File: src/rtl/fpmul_arb.sv
// Round-robin sequencer sharing one fpmul core among N_REQ requesters, with a
// tag pipeline matched to MUL_LAT. Define FPMUL_ARB_FIXED_PRIO_EN for fixed priority.
module fpmul_arb #(
    parameter int N_REQ   = 4,
    parameter int MUL_LAT = 0,
    localparam int IDW    = $clog2(N_REQ)
) (
    input  logic                 clk,
    input  logic                 rst,
    input  logic [N_REQ-1:0]     req_valid,
    input  logic [N_REQ*32-1:0]  req_a,
    input  logic [N_REQ*32-1:0]  req_b,
    output logic [N_REQ-1:0]     req_ready,
    output logic [31:0]          mul_a,
    output logic [31:0]          mul_b,
    output logic                 mul_vld,
    input  logic [31:0]          mul_c,
    input  logic                 mul_omu,
    output logic                 rsp_valid,
    output logic [IDW-1:0]       rsp_id,
    output logic [31:0]          rsp_c,
    output logic                 rsp_omu
);

    logic [N_REQ-1:0][31:0] a_arr;
    logic [N_REQ-1:0][31:0] b_arr;
    logic [IDW-1:0]         gnt_id;
    logic                   any;
    logic                   accept;

    assign a_arr = req_a;
    assign b_arr = req_b;

`ifdef FPMUL_ARB_FIXED_PRIO_EN
    always_comb begin
        gnt_id = '0;
        any    = 1'b0;
        for (int i = 0; i < N_REQ; i++) begin
            if (!any && req_valid[i]) begin
                any    = 1'b1;
                gnt_id = IDW'(i);
            end
        end
    end
`else
    logic [IDW-1:0] rr_ptr;
    logic [IDW-1:0] cand;

    // Search starts one past the last winner so the last winner ranks lowest.
    always_comb begin
        gnt_id = '0;
        any    = 1'b0;
        cand   = '0;
        for (int k = 1; k <= N_REQ; k++) begin
            cand = IDW'((int'(rr_ptr) + k) % N_REQ);
            if (!any && req_valid[cand]) begin
                any    = 1'b1;
                gnt_id = cand;
            end
        end
    end

    always_ff @(posedge clk) begin
        if (rst)
            rr_ptr <= IDW'(N_REQ - 1);
        else if (accept)
            rr_ptr <= gnt_id;
    end
`endif

    assign req_ready = (any && !rst) ? (N_REQ'(1) << gnt_id) : '0;
    assign accept    = |req_ready;

    // vld_pipe[0]/id_pipe[0] is the issue stage; [MUL_LAT] is the tail.
    logic [MUL_LAT:0]          vld_pipe;
    logic [MUL_LAT:0][IDW-1:0] id_pipe;

    always_ff @(posedge clk) begin
        if (rst) begin
            vld_pipe <= '0;
            id_pipe  <= '0;
            mul_a    <= '0;
            mul_b    <= '0;
        end else begin
            vld_pipe[0] <= accept;
            if (accept) begin
                id_pipe[0] <= gnt_id;
                mul_a      <= a_arr[gnt_id];
                mul_b      <= b_arr[gnt_id];
            end
            for (int s = 1; s <= MUL_LAT; s++) begin
                vld_pipe[s] <= vld_pipe[s-1];
                id_pipe[s]  <= id_pipe[s-1];
            end
        end
    end

    assign mul_vld = vld_pipe[0];

    always_ff @(posedge clk) begin
        if (rst) begin
            rsp_valid <= 1'b0;
            rsp_id    <= '0;
            rsp_c     <= '0;
            rsp_omu   <= 1'b0;
        end else begin
            rsp_valid <= vld_pipe[MUL_LAT];
            if (vld_pipe[MUL_LAT]) begin
                rsp_id  <= id_pipe[MUL_LAT];
                rsp_c   <= mul_c;
                rsp_omu <= mul_omu;
            end
        end
    end

endmodule
File: config.mk
export PLATFORM = sky130hd
export DESIGN_NAME = fpmul_arb
export DESIGN_NICKNAME = d
export VERILOG_FILES = /design/src/rtl/fpmul_arb.sv
export SDC_FILE = /design/constraint.sdc
export NUM_CORES = 1
export LEC_CHECK = 0
export BUFFER_PORTS_ARGS = -buffer_cell sky130_fd_sc_hd__buf_2
export CORE_AREA = 5 5 154 156
export CTS_CLUSTER_SIZE = 24
export DETAILED_ROUTE_END_ITERATION = 8
export DIE_AREA = 0 0 159 161
export GPL_ROUTABILITY_DRIVEN = 0
export PLACE_DENSITY_LB_ADDON = 0.12
export SYNTH_ARGS = -nofsm -noshare
export SYNTH_HDL_FRONTEND = slang
export SYNTH_SLANG_ARGS = --single-unit
File: constraint.sdc
create_clock -name clk -period 2.3 [get_ports clk]
set_input_delay 0.575 -clock clk [delete_from_list [all_inputs] [get_ports clk]]
set_output_delay 0.575 -clock clk [all_outputs]
set_load 0.01 [all_outputs]
==> metrics.md <==
| Metric | Value |
|---|---|
| DRC Markers | 0 |
| Total clock sinks | 105 |
| Post-DP HPWL | 16.5 mm |
| Final core utilization | 0.356 |
| First drt pass iteration count | 4 |
| Commonest non-fill, non-tap cell in the layout | buf_2 |
| Power Dens Cells | 665 nW/um2 |
| P_leak | 4.23 nW |
| Die area | 25600 um2 |
| Final WL | 21.0 mm |
| Hold Crit Class | reg -> reg |
| Number of synthesized register bits | 105 |
| Outcome | completed |
| Placed Instance Area | 7580 um2 |
| Metal2 WL | 11.0 mm |
| Skew final | 0.00796 ns |
| Clock Power Share | 0.295 |
| Vias in the first global route | 5399 |
| Post-synthesis cell type count | 23 |
| Syn Inst Count | 507 |
| Met3 WL | 1.32 mm |
| Final Hold Viols | 0 |
| Max cap viols | 0 |
| R2R Setup Slk | 0.33 ns |
| Chip width | 159 um |
| Slew Limit Fails | 0 |
| # nets final | 1206 |
| Antenna violations before repair | 0 |
| Syn_nets | 802 |
| Seq/Total Area, Yosys | 0.412 |
| Layout cell share with drive strength beyond 1 | 0.507 |
| # fillers | 2372 |
| Core footprint | 22200 um2 |
| Worst setup SP type | primary input |
| Worst EP arrival | 1.70 ns |
| Critical Path Sink | req_ready[0] |
| Int Pwr | 3.60 mW |
| Fmax | 439 MHz |
| Max Root-Sink Buffers | 2 |
| Worst Tran Pin Value | 0.803 ns |
| Crit path time final | 2.28 ns |
| Routed via count | 5339 |
| Clk Latency, worst-skew pair | 0.35 ns |
| CTS tree | done |
| Mapped Avg Cell Area | 10.1 um2 |
| Fin crit share | 0.991 |
| Synth warn | 0 |
| Area grow syn2layout | 55.1% |
| Critical-path maximum fanout | 3 |
| GRT Total Usage | 0.154 |
| Inserted Diodes | 0 |
| Initial Util | 0.230 |
| Post-Synthesis Cell Area | 5100 um2 |
| RR Startpoint | rr_ptr[1]$_SDFFE_PP1P_ |
| Pre-CTS WS | -0.103 ns |
| Final Instance Area | 7910 um2 |
| Setup violations, final | 0 |
| Reg power frac | 0.405 |
| CP startpoint | req_valid[3] |
| Final setup margin | 0.0217 ns |
| Combinational share of power | 0.300 |
| First-pass GRT wire length | 31.5 mm |
| Met1 wire length | 8.55 mm |
| RR Endpoint | mul_a[31]$_SDFFE_PP0P_ |
| Critical Path Sink Type | primary output |
| Commonest cells after routing, fill and taps aside | buf_2 (397), mux2i_1 (163), dfxtp_1 (102) |
| CP required | 1.73 ns |
| Via/cell ratio | 4.45 |
| Vert. Die Dim | 161 um |
| RSZ-0062 raised after global routing | yes |
| Maximum VDD drop | 0.000291 V |
| Detail Route Antenna Nets | 0 |
| Clock buffer count from CTS | 9 |
| Largest net degree at the start of global routing | 65 |
| CTS clk-pin slew, worst paths | 0.07 ns |
| Total power | 5.26 mW |
| Cts hold-fix bufs | 0 |
| Final std cells w/o fill | 1201 |
| Clock root buffer master | clkbuf_16 |
| Max layer used | met4 |
| Worst reg-to-reg path cell count | 7 |
| FP Rows | 55 |
| Dpl cells | 1183 |
| Max H-tree Level | 3 |
| Net Sw Frac | 0.315 |
| Wire per inst | 17.5 um |
| IO buf count | 399 |
| WS Path Type | in -> out |
| Total gr overflow | 0 |
| Initial detailed-routing violation count | 165 |
| Slew headroom | 0.465 |
| Sw power | 1.66 mW |
| # IOs | 400 |
-- power groups by stage --
stage | sequential [mW] | combinational [mW] | clock (mW)
after detailed placement | 2.17 | 1.60 | 0
final | 2.13 | 1.58 | 1.55
after CTS | 2.13 | 1.61 | 1.63
after global placement | 2.18 | 1.59 | 0
after floorplan | 2.27 | 0.730 | 0
after global routing | 2.16 | 1.71 | 1.69
-- per-stage QoR --
step,hold slack (ns),setup TNS (ns)
global placement,0.437,-2.62
finish,0.455,0
CTS,0.436,-0.00997
detailed placement,0.441,-5.10
floorplan,0.436,0
global route,0.451,-0.132
-- flip-flops by register name, indices dropped and copies added, names as in the netlist, 2 cells and up --
signal   count
id_pipe      2
mul_a       32
mul_b       32
rr_ptr       2
rsp_c       32
rsp_id       2
-- cell families after synthesis --
family                 Yosys count  synth area share
AO/OA/AOI/OAI                   73             0.122
buffers and inverters           46            0.0517
flip-flops                     105             0.412
multiplexers                   163             0.320
AND/OR/NAND/NOR                120            0.0944
-- worst min path at each step --
stage	from	to	depth (start not counted)
after floorplan	id_pipe[0]$_SDFFE_PP0P_	id_pipe[0]$_SDFFE_PP0P_	2
after global placement	mul_a[7]$_SDFFE_PP0P_	mul_a[7]$_SDFFE_PP0P_	2
after detailed placement	mul_a[3]$_SDFFE_PP0P_	mul_a[3]$_SDFFE_PP0P_	2
after CTS	mul_c[26]	rsp_c[26]$_SDFFE_PP0P_	3
after global routing	mul_c[10]	rsp_c[10]$_SDFFE_PP0P_	3
final	mul_a[3]$_SDFFE_PP0P_	mul_a[3]$_SDFFE_PP0P_	2
-- repair_timing --
| item | 4_1_cts | 5_1_grt |
|---|---|---|
| buffers inserted | 2 | 0 |
| endpoints found under the setup margin | 2 | 4 |
| pin swaps | 2 | 0 |
| resized for setup | 6 | 2 |
-- synthesized netlist by cell type, drive strengths merged --
cell type,number,area [um2]
mux2i,163,1630
dfxtp,105,2100
nand2,67,251
o221ai,64,561
nor2,41,154
buf,38,234
clkbuf,7,26.3
nor2b,4,25.0
a21oi,3,15.0
nand2b,3,18.8
or2,3,18.8
a21o,2,15.0
o21ai,2,10.0
inv,1,3.75
nor3,1,5.00
o211ai,1,12.5
o311a,1,10.0
or3b,1,8.76
-- metal layers --
layer / up-vias / track usage
met5: - / 0
met4: 0 / 0.0368
met3: 11 / 0.0362
met2: 199 / 0.277
met1: 2456 / 0.185
li1: 2673 / -
-- layout make-up --
cell class	instances	area (um2)	area share
multi-input combinational	356	2770	0.350
clock buffer	9	225	0.0285
sequential	105	2110	0.266
clock inverter	7	68.8	0.00870
inverter	1	3.75	0.000474
timing repair buffer	438	2390	0.302
tap	285	357	0.0451
-- critical path, stage by stage --
cell      delay [ns]
buf_2           0.11
or2_1           0.24
buf_4           0.14
o211ai_2        0.08
nand2b_1        0.10
or2_4           0.25
nor2_4          0.10
buf_6           0.11
Note: power is estimated with default switching activity, not from simulation.
